--- config.mk ---
export PLATFORM = sky130hd
export DESIGN_NAME = fp_mant_mult
export DESIGN_NICKNAME = d
export VERILOG_FILES = /design/src/rtl/fp_mant_mult.sv
export SDC_FILE = /design/constraint.sdc
export NUM_CORES = 1
export LEC_CHECK = 0
export BUFFER_PORTS_ARGS = -buffer_cell sky130_fd_sc_hd__buf_4
export CAP_MARGIN = 20
export CELL_PAD_IN_SITES_DETAIL_PLACEMENT = 1
export CELL_PAD_IN_SITES_GLOBAL_PLACEMENT = 1
export CORE_MARGIN = 10
export CORE_UTILIZATION = 44
export CTS_BUF_LIST = sky130_fd_sc_hd__clkbuf_2
export CTS_CLUSTER_SIZE = 14
export DETAILED_ROUTE_END_ITERATION = 8
export PLACE_DENSITY = 0.94
export SLEW_MARGIN = 20
export SYNTH_ARGS = -nofsm -noshare
export SYNTH_HDL_FRONTEND = slang
export SYNTH_SLANG_ARGS = --single-unit
--- constraint.sdc ---
create_clock -name clk -period 6.1 [get_ports clk]
set_clock_uncertainty 0.05 [all_clocks]
set_input_delay 1.83 -clock clk [delete_from_list [all_inputs] [get_ports clk]]
set_output_delay 1.83 -clock clk [all_outputs]
set_load 0.02 [all_outputs]
--- src/rtl/fp_mant_mult.sv ---
// Multi-cycle significand multiplier: unpacks two packed floats, forms the full
// product with a radix-2 shift-add loop, and hands {mant, shift, exp_sum, sign} downstream.
module fp_mant_mult #(
  parameter int MANT_W = 24,
  parameter int EXP_W  = 8,
  localparam int SHIFT_W = $clog2(2*MANT_W+1)
) (
  input  logic                    clk,
  input  logic                    rst,
  input  logic                    in_valid,
  output logic                    in_ready,
  input  logic [EXP_W+MANT_W-1:0] a,
  input  logic [EXP_W+MANT_W-1:0] b,
  output logic                    out_valid,
  input  logic                    out_ready,
  output logic [2*MANT_W-1:0]     mant,
  output logic [SHIFT_W-1:0]      shift,
  output logic signed [EXP_W:0]   exp_sum,
  output logic                    sign,
  output logic                    out_nan,
  output logic                    out_inf,
  output logic [1:0]              fsm_state
);

  localparam int W     = EXP_W + MANT_W;
  localparam int P     = 2 * MANT_W;
  localparam int CNT_W = $clog2(MANT_W);
  localparam logic signed [EXP_W+1:0] BIAS = (EXP_W+2)'((1 << (EXP_W-1)) - 1);
  localparam logic signed [EXP_W+1:0] EMAX = (EXP_W+2)'((1 << EXP_W) - 1);

  // Handshake: a transfer happens on a rising edge where valid and ready are both
  // high; in_ready is high only in IDLE, out_valid only in DONE, and the result
  // fields hold steady while out_valid is high and out_ready is low.
  typedef enum logic [1:0] {IDLE = 2'd0, MUL = 2'd1, DONE = 2'd2} state_t;

  state_t             state;
  logic [P-1:0]       acc;
  logic [P-1:0]       acc_next;
  logic [P-1:0]       addend;
  logic [MANT_W-1:0]  mcand;
  logic [MANT_W-1:0]  mplier;
  logic [CNT_W-1:0]   cnt;

  logic [EXP_W-1:0]   ea_f, eb_f;
  logic [MANT_W-2:0]  fa, fb;
  logic [MANT_W-1:0]  sig_a, sig_b;
  logic signed [EXP_W+1:0] eff_a, eff_b, sum_raw;
  logic [EXP_W:0]     sum_sat;
  logic               a_nan, b_nan, a_inf, b_inf, a_zero, b_zero;
  logic               nan_in, inf_in;

  assign ea_f  = a[W-2 -: EXP_W];
  assign eb_f  = b[W-2 -: EXP_W];
  assign fa    = a[MANT_W-2:0];
  assign fb    = b[MANT_W-2:0];
  // Subnormals have no hidden bit and behave as if their exponent were 1.
  assign sig_a = {(ea_f != '0), fa};
  assign sig_b = {(eb_f != '0), fb};
  assign eff_a = (ea_f == '0) ? (EXP_W+2)'(1) : {2'b00, ea_f};
  assign eff_b = (eb_f == '0) ? (EXP_W+2)'(1) : {2'b00, eb_f};
  assign sum_raw = eff_a + eff_b - BIAS;
  assign sum_sat = (sum_raw > EMAX) ? EMAX[EXP_W:0] : sum_raw[EXP_W:0];

  assign a_nan  = (&ea_f) && (|fa);
  assign b_nan  = (&eb_f) && (|fb);
  assign a_inf  = (&ea_f) && !(|fa);
  assign b_inf  = (&eb_f) && !(|fb);
  assign a_zero = (ea_f == '0) && (fa == '0);
  assign b_zero = (eb_f == '0) && (fb == '0);
  assign nan_in = a_nan || b_nan || (a_inf && b_zero) || (b_inf && a_zero);
  assign inf_in = (a_inf || b_inf) && !nan_in;

  assign addend   = mplier[cnt] ? ({{MANT_W{1'b0}}, mcand} << cnt) : '0;
  assign acc_next = acc + addend;

  function automatic logic [SHIFT_W-1:0] lzc(input logic [P-1:0] v);
    lzc = SHIFT_W'(P);
    for (int i = 0; i < P; i++) begin
      if (v[i]) lzc = SHIFT_W'(P - 1 - i);
    end
  endfunction

  assign in_ready  = (state == IDLE);
  assign mant      = acc;
  assign fsm_state = state;

  always_ff @(posedge clk) begin
    if (rst) begin
      state     <= IDLE;
      acc       <= '0;
      mcand     <= '0;
      mplier    <= '0;
      cnt       <= '0;
      shift     <= '0;
      exp_sum   <= '0;
      sign      <= 1'b0;
      out_nan   <= 1'b0;
      out_inf   <= 1'b0;
      out_valid <= 1'b0;
    end else begin
      case (state)
        IDLE: begin
          if (in_valid) begin
            mcand   <= sig_a;
            mplier  <= sig_b;
            acc     <= '0;
            cnt     <= '0;
            exp_sum <= sum_sat;
            sign    <= a[W-1] ^ b[W-1];
            out_nan <= nan_in;
            out_inf <= inf_in;
            state   <= MUL;
          end
        end
        MUL: begin
          acc <= acc_next;
          cnt <= cnt + CNT_W'(1);
          if (cnt == CNT_W'(MANT_W-1)) begin
            // Count on the final sum so shift is ready together with out_valid.
            shift     <= lzc(acc_next);
            out_valid <= 1'b1;
            state     <= DONE;
          end
        end
        DONE: begin
          if (out_ready) begin
            out_valid <= 1'b0;
            state     <= IDLE;
          end
        end
        default: state <= IDLE;
      endcase
    end
  end

endmodule

==> results of run 1 <==
## through the flow
stage	hold WS, ns	setup WS [ns]	TNS (ns)
2_1_floorplan	0.383	0.570	0
3_3_place_gp	0.394	0.322	0
3_5_place_dp	0.402	0.179	0
4_1_cts	0.427	0.0267	0
5_1_grt	0.457	-0.0261	-0.0401
6_report	0.422	0.181	0
## worst max-delay path, cell delays in order, from the launching register on
cell	delay, ns
dfxtp_4	0.49
mux4_2	0.53
mux4_2	0.49
nand2_2	0.24
nor3_1	0.13
nand2_1	0.18
inv_1	0.10
ha_1	0.34
a211oi_2	0.10
o21ai_2	0.37
a21oi_4	0.13
buf_4	0.17
a311o_2	0.43
a211o_1	0.37
a21boi_2	0.17
or2_2	0.16
nand2_2	0.08
a311oi_2	0.34
o211ai_1	0.21
a2111o_1	0.51
a221oi_2	0.23
## state kept, by name, summed over array words and instances, names as in the netlist, 2 cells and up
signal / flops
mcand: 24
cnt: 5
fsm_state: 2
mant: 48
exp_sum: 9
shift: 6
mplier: 24
## per-layer routing
layer | share of wire, % | wire length [um]
met5 | 0 | 0
met4 | 3.3 | 1260
met3 | 5.8 | 2210
met2 | 48 | 18200
met1 | 43 | 16500
## path summary, 6_finish.rpt
check                          end  cells past startpoint
min          shift[4]$_SDFFE_PP0P_                      2
max reg2reg  shift[0]$_SDFFE_PP0P_                     20
max          shift[0]$_SDFFE_PP0P_                     20
min reg2reg  shift[4]$_SDFFE_PP0P_                      2
## cells in the final DEF, fill, tap and decap left out, types with 5 or more instances in the layout
| master | synthesis | layout |
|---|---|---|
| dfxtp_1 | 122 | 120 |
| mux2i_1 | 25 | 25 |
| xnor2_1 | 27 | 27 |
| o31ai_1 | 5 | 5 |
| a21o_1 | 14 | 14 |
| or4_1 | 8 | 8 |
| mux4_2 | 17 | 17 |
| or2_2 | 8 | 8 |
| inv_1 | 41 | 41 |
| o21ai_1 | 9 | 9 |
| xor2_1 | 13 | 13 |
| clkbuf_2 | 0 | 18 |
| buf_4 | 1 | 158 |
| nand3_1 | 56 | 56 |
| a211o_1 | 8 | 8 |
| nor4_1 | 12 | 12 |
| o21a_1 | 11 | 11 |
| a22oi_1 | 6 | 6 |
| mux2_2 | 14 | 14 |
| or3_1 | 9 | 9 |
| a31oi_1 | 33 | 33 |
| nor2_1 | 179 | 179 |
| o22a_1 | 6 | 6 |
| o22ai_1 | 5 | 5 |
| nand2b_1 | 19 | 18 |
| nor3_1 | 32 | 32 |
| and2_1 | 6 | 5 |
| a211oi_1 | 29 | 28 |
| and3_1 | 9 | 9 |
| a311oi_1 | 8 | 8 |
| o211ai_1 | 13 | 13 |
| o21bai_1 | 10 | 10 |
| nand2_1 | 193 | 191 |
| o21ai_0 | 45 | 45 |
| nor3b_1 | 7 | 7 |
| ha_1 | 63 | 62 |
| a21oi_1 | 147 | 147 |
| nor2b_1 | 30 | 29 |
| nand4_1 | 14 | 14 |
## power groups by stage
stage	combinational, mW	clock, mW	sequential (mW)
final	0.461	0.677	0.857
after global routing	0.497	0.714	0.861
after CTS	0.448	0.680	0.856
after detailed placement	0.441	0	0.871
after global placement	0.425	0	0.868
after floorplan	0.278	0	0.870
## area by class of cell
class	instances	area [um2]	share of cell area (%)
Multi-Input combinational cell	1164	7460	62.3
Sequential cell	122	2450	20.5
Timing Repair Buffer	159	1200	10.0
Tap cell	319	399	3.34
Clock inverter	14	211	1.77
Inverter	41	154	1.29
Clock buffer	18	90.1	0.753
Antenna cell	1	2.50	0.0209
## timing repair
item / CTS / global route
buffers inserted: 0 / 6
resized for setup: 0 / 9
endpoints found under the setup margin: 0 / 6
endpoints found under the hold margin: 0 / 0
## cell families (layout without fill, tap and decap cells)
logic type                 count (synthesis)  count (layout)
AOI/OAI and AO/OA                        404             404
other                                      0               1
DFF                                      122             122
and+or+nand+nor                          599             599
xor gates and xnor gates                  40              40
muxes                                     56              56
buffers and inverters                    130             232
adders and majority gates                 65              65
==> metrics.txt, run 1 <==
Tot GR Track Use 24.2%; die height 173 um; Comb pwr share 23.1%; placed inst area 11,600 um2; Fin. Hold Viols 0; vias per inst 6.10; worst-skew pair later-pin latency 0.80 ns; area share of fa/ha/maj cells after synthesis 8.01%; Global Route met2 Usage 40.9%; HP Class flip-flop to flip-flop; P_leak 4.81 nW; first-pass GRT wire length 60,700 um; Synth Area in XOR/XNOR 3.39%; crit path from cnt[0]$_SDFFE_PP0P_; Die Span X 173 um; sw frac 35.4%; P_int 1.29 mW; PortBufs 137; Synth Area in Compound Gates 25.8%; die footprint 30,000 um2; area of the core 23,300 um2; Max Cap Viol 0; Pwr Total 1.99 mW; Fmax 169 MHz; TritonCTS clock tree built; clock buffer depth 2; hold buffers post-CTS 0; # DRC 0; met3 Use GR 5.25%; Post-Synthesis Cells 1,416; worst-path maximum fanout 11; crit share post-route 97.0%; GRT overflow 0; CP arrival 6.59 ns; I/O pins 138; worst vdd ir 0.119 mV; fillcell total 2,969; simple-gate area share of the yosys netlist 26.7%; post-synth cell types 91; routability congestion estimate 0.942; top cells by count, synth nand2_1 (193), nor2_1 (179), a21oi_1 (147); grt peak-use layer met2; dominant cell type by area after synthesis dfxtp_1; detailed placement HPWL 28,700 um; RR Startpoint cnt[0]$_SDFFE_PP0P_; critical path startpoint category flip-flop; number of buffers created by CTS 17; Sw Pwr 0.706 mW; multiplexer area fraction after synthesis 7.64%; top_reg_cell synth dfxtp_1; placed cell count 1,799; Worst Setup Path Type flip-flop to flip-flop; max-slew violations 0; synthesized area 10,300 um2; proportion of netlist area held by the largest area contributor 23.6%; Ys Warns 0; Root Driver clkbuf_2; PwrDens 167 nW/um2; Crit path required time 6.77 ns; Reg power frac 42.9%; final WL 38,200 um; Mapped Avg Cell Area 7.30 um2; slew margin rel. 48.6%; syn nets 1,549; Clock power frac 33.9%; num rows 56; Area contributors post-synth dfxtp_1 (24%), ha_1 (7.6%), a21oi_1 (7.1%), nand2_1 (7.0%), nor2_1 (6.5%); Least-Margin Pin Slew 0.771 ns; vias in the first global route 11,450; routed via count 11,211; Final Critical Period 5.92 ns; detailed-router iteration count before antenna repair 5; DRT iter0 DRCs 767; Initial Util 44.3%; Area growth syn-to-layout 15.7%; largest family of logic cells by synthesized area simple AND/OR/NAND/NOR gates; final cell count without fillers 1,838; Setup-failing EPs final 0; routed len/inst 20.8 um; Antenna Nets Post-Route 0; most common cell in the netlist nand2_1; initial antenna violation count 2; HP Start shift[4]$_SDFFE_PP0P_; Finished Cell Area 12,000 um2; status complete, no violations; CP endpoint kind flip-flop; sequential share of the synthesized area 23.6%; R2R setup slack 0.18 ns; NumNets Final 1,638; post-layout util 51.3%; clock transition at the registers of the reported paths 0.24 ns; Post-synth ARST share 0%; H-tree depth 4; pin count of the biggest net entering global routing 101; number of synthesized flops with an enable pin 0; share of layout cells above drive strength 1 17.5%; register bit total from synthesis 122; TritonCTS Sinks 122; met1 usage 29.3%
(Power assumes the default switching activity.)
==> inputs of run 2 (changes only) <==
--- a/config.mk
+++ b/config.mk
@@ -15,6 +15,7 @@
 export CTS_CLUSTER_SIZE = 14
 export DETAILED_ROUTE_END_ITERATION = 8
 export PLACE_DENSITY = 0.94
+export REMOVE_ABC_BUFFERS = 1
 export SLEW_MARGIN = 20
 export SYNTH_ARGS = -nofsm -noshare
 export SYNTH_HDL_FRONTEND = slang
==> run 2 against run 1 <==
Effect of this change:
- hold slack gained 0.00057 ns
- non-clock buffer count shrank 5
- register-to-register slack gained 0.13 ns
- via count shrank 0.47%
- final area shrank 0.49%
- maximum frequency grew 2.3%
- critical path depth shrank 1
- wire length shrank 0.80%
- clock-buffer cell count shrank 1
- sequential cell count is the same
- global-route usage is essentially flat
- largest cell class unchanged
- critical endpoint unchanged
- clock power shrank 12%
==> metrics.txt, run 2 (synthesis gave the netlist of run 1 again) <==
status complete, no violations; commonest non-fill, non-tap cells in the layout nand2_1 (191), nor2_1 (179), buf_4 (151); number of buffers created by CTS 17 (unchanged); Comb pwr share 23.6% (+0.5 points); PortBufs 137 (unchanged); CP endpoint kind flip-flop; Initial Util 44.3% (unchanged); Least-Margin Pin Slew 0.951 ns (+0.180 ns); P_int 1.18 mW (-8.8%); vias per inst 6.09 (-0.20%); clock buffer depth 2 (unchanged); # DRC 0 (unchanged); GRT overflow 0 (unchanged); num rows 56 (unchanged); routed via count 11,158 (-0.47%); Setup-failing EPs final 0 (unchanged); TritonCTS clock tree built; sw frac 38.0% (+2.7 points); P_leak 4.77 nW (-0.80%); clock transition at the registers of the reported paths 0.26 ns (+0.02 ns); hold path depth 2 (unchanged); Fmax 173 MHz (+2.3%); die height 173 um (unchanged); post-cts repair resize count 0 (unchanged); H-tree depth 4 (unchanged); Root Driver clkbuf_2; hold worst-path end shift[4]$_SDFFE_PP0P_; die footprint 30,000 um2 (unchanged); TritonCTS Sinks 122 (unchanged); slew margin rel. 36.5% (-12 points); detailed placement HPWL 29,400 um (+2.4%); Hold Slack 0.423 ns (+0.000575 ns); post-layout util 51.0% (-0.25 points); Worst R2R End shift[0]$_SDFFE_PP0P_; Die Span X 173 um (unchanged); Post-CTS Setup Inserts 0 (unchanged); Area growth syn-to-layout 15.1%; routability congestion estimate 0.964 (+2.3%); Pwr Total 1.90 mW (-4.9%); NumNets Final 1,633 (-0.31%); Reg power frac 45.1% (+2.2 points); Clock power frac 31.3% (-2.6 points); worst-path maximum fanout 25 (+14); Crit path required time 6.80 ns (+0.03 ns); initial antenna violation count 1 (-1); Final Critical Period 5.78 ns (-0.135 ns); max FFs per register 48 (unchanged); max-slew violations 0 (unchanged); Finished Cell Area 11,900 um2 (-0.49%); Antenna Nets Post-Route 0 (unchanged); final WL 37,900 um (-0.80%); worst vdd ir 0.0961 mV (-19%); share of layout cells above drive strength 1 17.4% (-0.074 points); Sw Pwr 0.721 mW (+2.2%); routed len/inst 20.7 um (-0.53%); DRT iter0 DRCs 729 (-5.0%); placed inst area 11,600 um2 (+0.22%); HP Class flip-flop to flip-flop; area of the core 23,300 um2 (unchanged); R2R setup slack 0.32 ns (+0.13 ns); CP arrival 6.49 ns (-0.10 ns); commonest non-fill, non-tap cell in the layout nand2_1; hold buffers post-CTS 0 (unchanged); vias in the first global route 11,417 (-0.29%); first-pass GRT wire length 60,400 um (-0.45%); Fin. Hold Viols 0 (unchanged); I/O pins 138 (unchanged); detailed-router iteration count before antenna repair 7 (+2); HP Start shift[4]$_SDFFE_PP0P_; Worst Reg2Reg Path Length in Cells 19 (-5.0%); Max Cap Viol 0 (unchanged); pin count of the biggest net entering global routing 73 (-28%); critical path startpoint category flip-flop; Tot GR Track Use 24.2% (about the same); RR Startpoint cnt[0]$_SDFFE_PP0P_; PwrDens 159 nW/um2 (-4.5%); worst-skew pair later-pin latency 0.83 ns (+0.03 ns); crit share post-route 94.8% (-2.2 points); Worst Setup Path Type flip-flop to flip-flop
-- run 2: cell types whose count changed in the layout (fill, tap and decap cells not counted), sizes merged --
cell / change
buf: -5
inv: +4
bufinv: -3
clkinv: -2
clkinvlp: +2
clkbuf: -1
-- run 2: worst max-delay path by stage --
stage	startpoint	to	slack, ns
after floorplan	cnt[0]$_SDFFE_PP0P_	shift[0]$_SDFFE_PP0P_	-0.27
after global placement	cnt[0]$_SDFFE_PP0P_	shift[0]$_SDFFE_PP0P_	0.36
after detailed placement	cnt[1]$_SDFFE_PP0P_	shift[0]$_SDFFE_PP0P_	0.25
after CTS	cnt[1]$_SDFFE_PP0P_	shift[0]$_SDFFE_PP0P_	0.21
after global routing	cnt[0]$_SDFFE_PP0P_	shift[0]$_SDFFE_PP0P_	-0.001
final	cnt[0]$_SDFFE_PP0P_	shift[0]$_SDFFE_PP0P_	0.32
-- run 2: cell type report --
| cell class | count | area, um2 |
|---|---|---|
| Multi-Input combinational cell | 1164 | 7480 |
| Clock inverter | 15 | 171 |
| Timing Repair Buffer | 154 | 1180 |
| Fill cell | 2998 | 11400 |
| Inverter | 41 | 154 |
| Sequential cell | 122 | 2440 |
| Clock buffer | 17 | 85.1 |
| Tap cell | 319 | 399 |
| Antenna cell | 1 | 2.50 |
-- run 2: per-stage QoR --
stage | instances | setup TNS, ns | setup slack (ns)
2_1_floorplan | 1327 | -1.03 | -0.267
3_3_place_gp | 1800 | 0 | 0.359
3_5_place_dp | 1800 | 0 | 0.245
4_1_cts | 1832 | 0 | 0.212
5_1_grt | 1833 | -0.00129 | -0.00129
6_report | 1833 | 0 | 0.316
-- run 2: worst max-delay path: stages, from the launching register on --
cell and delay, ns:
dfxtp_2 0.47, buf_6 0.28, mux4_2 0.54, mux2_2 0.29
nand2_1 0.22, and2_0 0.17, buf_4 0.23, a211oi_1 0.10
ha_1 0.52, and4_1 0.29, nand3_1 0.13, or3_1 0.37
a311oi_2 0.42, nor3_4 0.11, or4_1 0.48, o311ai_4 0.13
o21ba_1 0.19, a21oi_1 0.10, a2111o_1 0.41, a221oi_2 0.23
-- run 2: per-layer routing --
| layer | routed length, um | global-route usage [%] | part of all wire (%) |
|---|---|---|---|
| met1 | 16500 | 30.2 | 44 |
| met2 | 18200 | 41.1 | 48 |
| met3 | 2220 | 4.31 | 5.9 |
| met4 | 964 | 7.98 | 2.5 |
| met5 | 0 | 0 | 0 |
-- run 2: power groups by stage --
stage	registers, mW	clock network [mW]	logic, mW
4_1_cts	0.855	0.596	0.444
6_report	0.855	0.594	0.447
3_3_place_gp	0.867	0	0.425
3_5_place_dp	0.869	0	0.441
5_1_grt	0.860	0.634	0.487
2_1_floorplan	0.878	0	0.249
